$ cat config.mk
export PLATFORM = sky130hd
export DESIGN_NAME = pipelined_divider_flat
export DESIGN_NICKNAME = d
export VERILOG_FILES = /design/src/rtl/pipelined_divider_pkg.sv /design/src/rtl/pipelined_divider_if.sv /design/src/rtl/pipelined_divider_div_stage.sv /design/src/rtl/pipelined_divider.sv /design/src/flat_wrapper.sv
export SDC_FILE = /design/constraint.sdc
export NUM_CORES = 1
export LEC_CHECK = 0
export BUFFER_PORTS_ARGS = -buffer_cell sky130_fd_sc_hd__buf_2
export CORE_MARGIN = 2
export CORE_UTILIZATION = 35
export DETAILED_ROUTE_END_ITERATION = 8
export PLACE_DENSITY_LB_ADDON = 0.25
export RECOVER_POWER = 50
export SKIP_LAST_GASP = 1
export SLEW_MARGIN = 20
export SYNTH_ARGS = -nofsm -noshare
export SYNTH_HDL_FRONTEND = slang
export SYNTH_SLANG_ARGS = --single-unit
$ cat constraint.sdc
create_clock -name clk -period 8.6 [get_ports clk]
set_clock_uncertainty 0.15 [all_clocks]
set_input_delay 1.72 -clock clk [delete_from_list [all_inputs] [get_ports clk]]
set_output_delay 1.72 -clock clk [all_outputs]
set_load 0.02 [all_outputs]
$ cat src/rtl/pipelined_divider_pkg.sv
// Shared constants for the pipelined restoring divider.
//   DVD_W : dividend width (N+M)
//   Q_W   : quotient width, also the pipeline depth (M)
//   R_W   : divisor / remainder width (N)
//   Q_SAT : quotient value reported on divide-by-zero or overflow
package pipelined_divider_pkg;
  localparam int Q_W   = 7;
  localparam int R_W   = 4;
  localparam int DVD_W = R_W + Q_W;
  localparam logic [Q_W-1:0] Q_SAT = '1;
endpackage

$ cat src/rtl/pipelined_divider_if.sv
// Operand / result bundle of the pipelined divider.
// Handshake: en qualifies dividend/divisor on the rising clk edge; there is
// no ready, every qualified operand pair is accepted. rdy is high for exactly
// one cycle per result; quotient/remainder/div_zero/ovf hold while rdy=0.
//   master : drives en, dividend, divisor; observes results
//   slave  : the divider itself
interface pipelined_divider_if
  import pipelined_divider_pkg::*;
#(
  parameter int M = Q_W,
  parameter int N = R_W
) ();
  logic         en;
  logic [N+M-1:0] dividend;
  logic [N-1:0] divisor;
  logic [M-1:0] quotient;
  logic [N-1:0] remainder;
  logic         rdy;
  logic         div_zero;
  logic         ovf;

  modport master (
    output en, dividend, divisor,
    input  quotient, remainder, rdy, div_zero, ovf
  );

  modport slave (
    input  en, dividend, divisor,
    output quotient, remainder, rdy, div_zero, ovf
  );
endinterface

$ cat src/rtl/pipelined_divider_div_stage.sv
// One restoring-division step plus its pipeline register.
// Ports:
//   clk, rst            : clock, async active-high reset (clears valid)
//   valid_i / valid_o   : stage occupancy
//   rem_i / rem_o       : N-bit partial remainder
//   low_i / low_o       : unconsumed dividend bits, next bit at the MSB
//   divisor_i/divisor_o : divisor travelling with the op
//   quo_i / quo_o       : quotient bits so far, newest at the LSB
//   div_zero_*, ovf_*   : flags, passed through unchanged
module div_stage
  import pipelined_divider_pkg::*;
#(
  parameter int M = Q_W,
  parameter int N = R_W
) (
  input  logic         clk,
  input  logic         rst,
  input  logic         valid_i,
  input  logic [N-1:0] rem_i,
  input  logic [M-1:0] low_i,
  input  logic [N-1:0] divisor_i,
  input  logic [M-1:0] quo_i,
  input  logic         div_zero_i,
  input  logic         ovf_i,
  output logic         valid_o,
  output logic [N-1:0] rem_o,
  output logic [M-1:0] low_o,
  output logic [N-1:0] divisor_o,
  output logic [M-1:0] quo_o,
  output logic         div_zero_o,
  output logic         ovf_o
);
  logic [N:0]   trial;
  logic [N:0]   diff;
  logic         q_bit;
  logic [N-1:0] rem_d;
  logic [M-1:0] low_d;
  logic [M-1:0] quo_d;

  logic         valid_q;
  logic [N-1:0] rem_q;
  logic [M-1:0] low_q;
  logic [N-1:0] divisor_q;
  logic [M-1:0] quo_q;
  logic         div_zero_q;
  logic         ovf_q;

  always_comb begin
    trial = {rem_i, low_i[M-1]};
    diff  = trial - {1'b0, divisor_i};
    q_bit = (trial >= {1'b0, divisor_i});
    // With ovf=0 the difference always fits in N bits; with ovf=1 the
    // truncation is harmless because the result is saturated at the output.
    rem_d = q_bit ? diff[N-1:0] : trial[N-1:0];
    low_d = {low_i[M-2:0], 1'b0};
    quo_d = {quo_i[M-2:0], q_bit};
  end

  // quo_i MSB is always still zero here; diff MSB is never needed.
  logic [1:0] unused_bits;
  assign unused_bits = {quo_i[M-1], diff[N]};

  always_ff @(posedge clk or posedge rst) begin
    if (rst) begin
      valid_q    <= 1'b0;
      rem_q      <= '0;
      low_q      <= '0;
      divisor_q  <= '0;
      quo_q      <= '0;
      div_zero_q <= 1'b0;
      ovf_q      <= 1'b0;
    end else begin
      valid_q <= valid_i;
      if (valid_i) begin
        rem_q      <= rem_d;
        low_q      <= low_d;
        divisor_q  <= divisor_i;
        quo_q      <= quo_d;
        div_zero_q <= div_zero_i;
        ovf_q      <= ovf_i;
      end
    end
  end

  assign valid_o    = valid_q;
  assign rem_o      = rem_q;
  assign low_o      = low_q;
  assign divisor_o  = divisor_q;
  assign quo_o      = quo_q;
  assign div_zero_o = div_zero_q;
  assign ovf_o      = ovf_q;
endmodule

$ cat src/rtl/pipelined_divider.sv
// Fixed-latency, full-throughput unsigned restoring divider.
// An (N+M)-bit dividend and N-bit divisor sampled at edge e (en=1) produce
// an M-bit quotient and N-bit remainder with rdy=1 after edge e+M.
// Ports:
//   clk : rising-edge clock
//   rst : asynchronous active-high reset, flushes all in-flight ops
//   bus : pipelined_divider_if.slave (en, dividend, divisor in;
//         quotient, remainder, rdy, div_zero, ovf out)
module pipelined_divider
  import pipelined_divider_pkg::*;
#(
  parameter int M = Q_W,
  parameter int N = R_W
) (
  input  logic            clk,
  input  logic            rst,
  pipelined_divider_if.slave bus
);
  localparam logic [M-1:0] SAT = {M{1'b1}};

  // Index 0 is the combinational entry point; index k is stage k's register.
  logic         valid_s    [0:M];
  logic [N-1:0] rem_s      [0:M];
  logic [M-1:0] low_s      [0:M];
  logic [N-1:0] dvs_s      [0:M];
  logic [M-1:0] quo_s      [0:M];
  logic         div_zero_s [0:M];
  logic         ovf_s      [0:M];

  assign valid_s[0]    = bus.en;
  assign rem_s[0]      = bus.dividend[N+M-1:M];
  assign low_s[0]      = bus.dividend[M-1:0];
  assign dvs_s[0]      = bus.divisor;
  assign quo_s[0]      = '0;
  assign div_zero_s[0] = (bus.divisor == '0);
  // Quotient needs more than M bits exactly when the top N dividend bits
  // already reach the divisor.
  assign ovf_s[0]      = (bus.divisor != '0) && (bus.dividend[N+M-1:M] >= bus.divisor);

  for (genvar k = 0; k < M; k++) begin : g_stage
    div_stage #(.M(M), .N(N)) u_stage (
      .clk        (clk),
      .rst        (rst),
      .valid_i    (valid_s[k]),
      .rem_i      (rem_s[k]),
      .low_i      (low_s[k]),
      .divisor_i  (dvs_s[k]),
      .quo_i      (quo_s[k]),
      .div_zero_i (div_zero_s[k]),
      .ovf_i      (ovf_s[k]),
      .valid_o    (valid_s[k+1]),
      .rem_o      (rem_s[k+1]),
      .low_o      (low_s[k+1]),
      .divisor_o  (dvs_s[k+1]),
      .quo_o      (quo_s[k+1]),
      .div_zero_o (div_zero_s[k+1]),
      .ovf_o      (ovf_s[k+1])
    );
  end

  // The last stage has consumed every dividend bit and no longer needs the divisor.
  logic [M+N-1:0] unused_tail;
  assign unused_tail = {low_s[M], dvs_s[M]};

  logic [M-1:0] quotient_d,  quotient_q;
  logic [N-1:0] remainder_d, remainder_q;
  logic         div_zero_d,  div_zero_q;
  logic         ovf_d,       ovf_q;
  logic         rdy_q;

  always_comb begin
    quotient_d  = quo_s[M];
    remainder_d = rem_s[M];
    div_zero_d  = 1'b0;
    ovf_d       = 1'b0;
    if (div_zero_s[M]) begin
      quotient_d  = SAT;
      remainder_d = '0;
      div_zero_d  = 1'b1;
    end else if (ovf_s[M]) begin
      quotient_d  = SAT;
      remainder_d = '0;
      ovf_d       = 1'b1;
    end
  end

  always_ff @(posedge clk or posedge rst) begin
    if (rst) begin
      rdy_q       <= 1'b0;
      quotient_q  <= '0;
      remainder_q <= '0;
      div_zero_q  <= 1'b0;
      ovf_q       <= 1'b0;
    end else begin
      rdy_q <= valid_s[M];
      // Results only change on a valid op; bubbles leave them holding.
      if (valid_s[M]) begin
        quotient_q  <= quotient_d;
        remainder_q <= remainder_d;
        div_zero_q  <= div_zero_d;
        ovf_q       <= ovf_d;
      end
    end
  end

  assign bus.rdy       = rdy_q;
  assign bus.quotient  = quotient_q;
  assign bus.remainder = remainder_q;
  assign bus.div_zero  = div_zero_q;
  assign bus.ovf       = ovf_q;
endmodule
$ cat src/flat_wrapper.sv
// flat-port wrapper written by rule: the top's interface ports become plain ports
module pipelined_divider_flat import pipelined_divider_pkg::*;
#(
  parameter int M = Q_W,
  parameter int N = R_W
)
  (clk, rst, bus_en, bus_dividend, bus_divisor, bus_quotient, bus_remainder, bus_rdy, bus_div_zero, bus_ovf);
  pipelined_divider_if #(.M(M), .N(N)) bus_i ();
  input  logic clk;
  input  logic rst;
  input wire logic [$bits(bus_i.en)-1:0] bus_en;
  input wire logic [$bits(bus_i.dividend)-1:0] bus_dividend;
  input wire logic [$bits(bus_i.divisor)-1:0] bus_divisor;
  output wire logic [$bits(bus_i.quotient)-1:0] bus_quotient;
  output wire logic [$bits(bus_i.remainder)-1:0] bus_remainder;
  output wire logic [$bits(bus_i.rdy)-1:0] bus_rdy;
  output wire logic [$bits(bus_i.div_zero)-1:0] bus_div_zero;
  output wire logic [$bits(bus_i.ovf)-1:0] bus_ovf;
  assign bus_i.en = bus_en;
  assign bus_i.dividend = bus_dividend;
  assign bus_i.divisor = bus_divisor;
  assign bus_quotient = bus_i.quotient;
  assign bus_remainder = bus_i.remainder;
  assign bus_rdy = bus_i.rdy;
  assign bus_div_zero = bus_i.div_zero;
  assign bus_ovf = bus_i.ovf;
  pipelined_divider #(.M(M), .N(N)) u_core (.clk(clk), .rst(rst), .bus(bus_i));
endmodule
* Word-level counts from Yosys, hierarchy flattened
Cells that the tools add are included.
** Operators by class
- Add/subtract/negate cells :: 7
- Reductions and logical operators :: 3
- Order comparisons :: 8
- Muxes and demuxes :: 14
** Operator list (count)
- 2-to-1 mux 4 bit :: 9
- greater-or-equal comparator 5 x 4 -> 1 bit :: 7
- subtractor 4 bit :: 7
- 2-to-1 mux 7 bit :: 2
- greater-or-equal comparator 4 bit :: 1
- zero test 4 bit :: 1
- nonzero test 4 bit :: 1
- 2-to-1 mux 1 bit :: 3
- logical AND 1 bit :: 1
** Word-level totals
- Bits in registers :: 136
- Output and inout port bits :: 14
- Bits of input ports :: 18
- Word-level logic and storage cells :: 84

* Depth between registers and ports, before layout
- Depth after elaboration :: 2
- Mapped depth :: 6
- Gate-level depth less buffers :: 6

* Cells and area by module
From an unflattened synthesis, not the netlist that was laid out.
** Unflattened totals
- Cells, all modules :: 703
- Area, all modules :: 8683.3 sq um
** By module, submodules not included
- div_stage :: seq. area each 600.6 sq um, times used 7, area each 1148.6 sq um, cells an instance 92
- pipelined_divider :: seq. area each 350.3 sq um, times used 1, area each 643.1 sq um, cells an instance 59

* Worst setup path before layout
OpenSTA, ideal clock, no wires.
- Kind :: in2reg
- Start point :: input bus_divisor[2]
- End point :: register u_core.g_stage[0].u_stage.rem_q[2]
- Path buffers :: 0
- Setup time :: 0.082 ns
- Slack :: 5.543 ns
- Data required time :: 8.368 ns
- Cell stages on the path :: 6
- Data arrival time :: 2.826 ns
- Path through :: inv_1 > ha_1 > o21ai_1 > a21oi_2 > or3b_1 > a31oi_1
** Between the ends
- Cells in the longest elaborated chain, start to end :: 2
- Elaborated cells on any way between the ends :: 3
- Classes of those cells :: add/sub: 1; order compare: 1; mux: 1
** Ends and longest elaborated chain
- start: declaration :: RTL line flat_wrapper.sv:13 : input wire logic [$bits(bus_i.divisor)-1:0] bus_divisor;
- subtractor 4 bit or greater-or-equal comparator 5 x 4 -> 1 bit (tied branches) :: RTL line pipelined_divider_div_stage.sv:50, pipelined_divider_div_stage.sv:51
- 2-to-1 mux 4 bit (*) :: RTL line pipelined_divider_div_stage.sv:54 : rem_d = q_bit ? diff[N-1:0] : trial[N-1:0];
- end signal: assignment :: RTL line pipelined_divider_div_stage.sv:75 : rem_q <= rem_d;
- end: declaration :: RTL line pipelined_divider_div_stage.sv:41 : logic [N-1:0] rem_q;
Every way passes the cells marked *; elsewhere a longest branch is shown, timed or not.
A chain may end at the register's enable or synchronous reset.

==> impl_metrics.env <==
export IMPL_status="finished with violations"
export IMPL_failed_checks="max-capacitance violations, max-slew violations"
export IMPL_die_w_um=139
export IMPL_antenna_cells=0
export IMPL_synth_edf_count=0
export IMPL_nets=656
export IMPL_setup_ws_ns=5.04
export IMPL_grt_use_met3=0.0411
export IMPL_drt_initial_drc_count=128
export IMPL_globalplace_congestion=0.841
export IMPL_finalCritPeriodShare=0.414
export IMPL_syn_instance_count=570
export IMPL_synthTopCellsByArea="dfrtp_1 53%, mux2_2 9.5%, ha_1 6.3%"
export IMPL_viasPerCell=4.95
export IMPL_cts_setup_buffers=0
export IMPL_hold_viol_final=0
export IMPL_drt_wl_total_um=11300
export IMPL_synth_cell_type_count=36
export IMPL_critical_path_class="input pin to asynchronous set/reset pin"
export IMPL_finalPower_uw=2310
export IMPL_r2r_end="u_core.g_stage[1].u_stage.rem_o[2]$_DFFE_PP0P_"
export IMPL_ant_nets=0
export IMPL_critPathTopFamily="buffers and inverters"
export IMPL_path_clk_slew_ns=0.06
export IMPL_final_fill_count=1761
export IMPL_cts_root_buffer="clkbuf_16"
export IMPL_crit_chain="buf_2 -> clkinvlp_2 -> buf_6"
export IMPL_min_path_cells=1
export IMPL_pre_cts_slack_ns=5.13
export IMPL_port_buffers=31
export IMPL_grtUsageTotal=0.127
export IMPL_r2r_start="u_core.g_stage[0].u_stage.divisor_o[2]$_DFFE_PP0P_"
export IMPL_synthArstFlopShare=1.00
export IMPL_max_cap_violations=1
export IMPL_drive_above_1_share=0.221
export IMPL_syn_cell_area_um2=6380
export IMPL_met2_usage=0.203
export IMPL_max_freq_ghz=0.281
export IMPL_path_max_fanout=86
export IMPL_rows=49
export IMPL_dieArea_um2=19300
export IMPL_required_ns=8.92
export IMPL_vias=4163
export IMPL_hold_class="flop to flop"
export IMPL_grtUsageMet1=0.165
export IMPL_synth_nets=627
export IMPL_ff2ff_path_depth=6
export IMPL_cts_resized=0
export IMPL_max_slew_margin=-0.523
export IMPL_cts_tree="done"
export IMPL_grt_pass1_wl_um=20400
export IMPL_hpwl_um=8120
export IMPL_drcViolationCount=0
export IMPL_slew_violations=52
export IMPL_busiest_layer="met2"
export IMPL_worst_ep_arrival_time_ns=3.87
export IMPL_hold_end="u_core.bus.quotient[6]$_DFFE_PP0P_"
export IMPL_io_pins=32
export IMPL_final_setup_viol_count=0
export IMPL_antenna_found_initial=0
export IMPL_core_um2=17900
export IMPL_worst_setup_path_end_kind="asynchronous set/reset pin"
export IMPL_final_util=0.407
export IMPL_ctsHtreeMaxLevel=4
export IMPL_ys_ff_latch=136
export IMPL_ys_seq_area_frac=0.533
export IMPL_crit_slowest_cell="clkinvlp_2"
export IMPL_drt_pass1_iter_count=5
export IMPL_start_util=0.356
export IMPL_grt_pass1_vias=4308
export IMPL_area_growth_pct=14.2
export IMPL_clock_sinks=136
export IMPL_fin_hold_ws_ns=0.327
export IMPL_worstMarginPinSlew_ns=2.27
export IMPL_cts_buffers=17
export IMPL_grt_remaining_overflow=0
export IMPL_synth_top_area_frac=0.533
export IMPL_rsz0062_at_grt="false"
export IMPL_p_leak_uw=0.00317
export IMPL_die_h_um=139
export IMPL_power_density_nw_per_um2=318
export IMPL_critical_path_buf_inv_count=3
export IMPL_r2r_slack_ns=6.71
export IMPL_cts_hold_buffers=0
export IMPL_ir_drop_mv=0.182
export IMPL_clk_latency_ns=0.42
export IMPL_grt_start_max_net_pins=87
export IMPL_hp_start="u_core.g_stage[6].u_stage.quo_o[6]$_DFFE_PP0P_"
export IMPL_startpoint_type="input pin"
export IMPL_yosysTopAreaCell="dfrtp_1"
export IMPL_synth_ff_type="dfrtp_1"
export IMPL_clockBufferDepth=2
export IMPL_ys_warnings_count=0
export IMPL_min_period_ns=3.56
export IMPL_avgSynthCellArea_um2=11.2
export IMPL_fin_tns_setup_ns=0
export IMPL_slowest_delay_ns=1.28
export IMPL_wl_per_cell_um=13.4
## synthesized netlist by cell type (3+ instances only)
master,number
nand2_1,29
inv_1,55
o21a_1,9
fa_1,7
a21oi_1,16
o31ai_1,9
buf_1,5
o21ai_0,34
xnor2_1,7
dfrtp_1,136
buf_2,14
o22ai_1,18
o21ai_1,8
nor2_1,41
or3_1,10
o32ai_1,7
o21bai_1,5
nand2_2,7
nand4_1,7
a31oi_1,12
mux2_2,54
o22a_1,7
a21oi_2,7
clkbuf_1,3
nor2_2,7
nand2b_1,15
ha_1,32
## layout by cell type, fill, tap and decap left out, types with 2 or more instances in the layout
master and n:
fa_1 7, xnor2_1 7, or3_1 10, nor2_1 41
nand2_2 7, ha_1 32, o21ai_0 37, nor2_2 7
o21bai_1 5, nand2b_1 15, dfrtp_1 136, a21oi_1 22
inv_6 2, o32ai_1 7, o22ai_1 18, nand2_1 29
clkinv_2 3, clkinv_4 4, a31oi_1 12, nand4_1 7
o22a_1 7, clkbuf_16 17, o31ai_1 9, clkbuf_8 2
mux2_2 54, o21ai_1 5, clkinvlp_4 3, buf_2 31
inv_1 54, o21a_1 9
## registers in the layout, indices dropped and copies added, names as in the netlist
register and count:
u_core.bus.div_zero 1, u_core.bus.ovf 1, u_core.bus.quotient 7, u_core.bus.rdy 1
u_core.bus.remainder 4, u_core.g_stage.u_stage.div_zero_o 7, u_core.g_stage.u_stage.divisor_o 24, u_core.g_stage.u_stage.low_o 21
u_core.g_stage.u_stage.ovf_o 7, u_core.g_stage.u_stage.quo_o 28, u_core.g_stage.u_stage.rem_o 28, u_core.g_stage.u_stage.valid_o 7
## final cells by class
class,count,area (um^2),area share
Clock buffer,19,453,0.0622
Clock inverter,13,120,0.0165
Inverter,55,208,0.0285
Multi-Input combinational cell,357,2650,0.363
Sequential cell,136,3400,0.467
Tap cell,229,287,0.0393
Timing Repair Buffer,32,166,0.0228
## stage by stage
step,instance area [um^2],cells
2_1_floorplan,6380,570
3_3_place_gp,6730,809
3_5_place_dp,6730,809
4_1_cts,7310,841
5_1_grt,7280,841
6_report,7280,841
## cells by family after synthesis
family | synth area share
xor+xnor | 0.00961
simple gates | 0.0922
buf+inv | 0.0480
compound gates | 0.133
mux | 0.0986
fa+ha+maj | 0.0847
flops | 0.533
## worst reg2reg max path: stages (launching register included)
cell	delay, ns
dfrtp_1	0.35
inv_1	0.06
ha_1	0.34
o21ai_0	0.10
a21oi_1	0.44
or3_1	0.19
a31oi_1	0.08
## worst max-delay path by stage
| stage | cells after the start | start | endpoint | slack, ns |
|---|---|---|---|---|
| detailed placement | 3 | rst | u_core.bus.ovf$_DFFE_PP0P_ | 5.13 |
| global route | 3 | rst | u_core.g_stage[6].u_stage.div_zero_o$_DFFE_PP0P_ | 4.58 |
| floorplan | 1 | rst | u_core.bus.div_zero$_DFFE_PP0P_ | 3.09 |
| CTS | 3 | rst | u_core.g_stage[4].u_stage.rem_o[0]$_DFFE_PP0P_ | 5.57 |
| global placement | 3 | rst | u_core.g_stage[6].u_stage.valid_o$_DFF_PP0_ | 5.18 |
| finish | 3 | rst | u_core.g_stage[1].u_stage.valid_o$_DFF_PP0_ | 5.04 |
## layer usage
| layer | wire length (um) | vias to the layer above |
|---|---|---|
| met5 | 0 | - |
| met4 | 147 | 0 |
| met3 | 442 | 18 |
| met2 | 5230 | 64 |
| met1 | 5480 | 2035 |
| li1 | - | 2046 |
## power by group
group          internal [uW]  switching, uW
clock network            414            279
registers                816            117
logic                    312            375
total                   1540            771
Note: power is estimated with default switching activity, not from simulation.
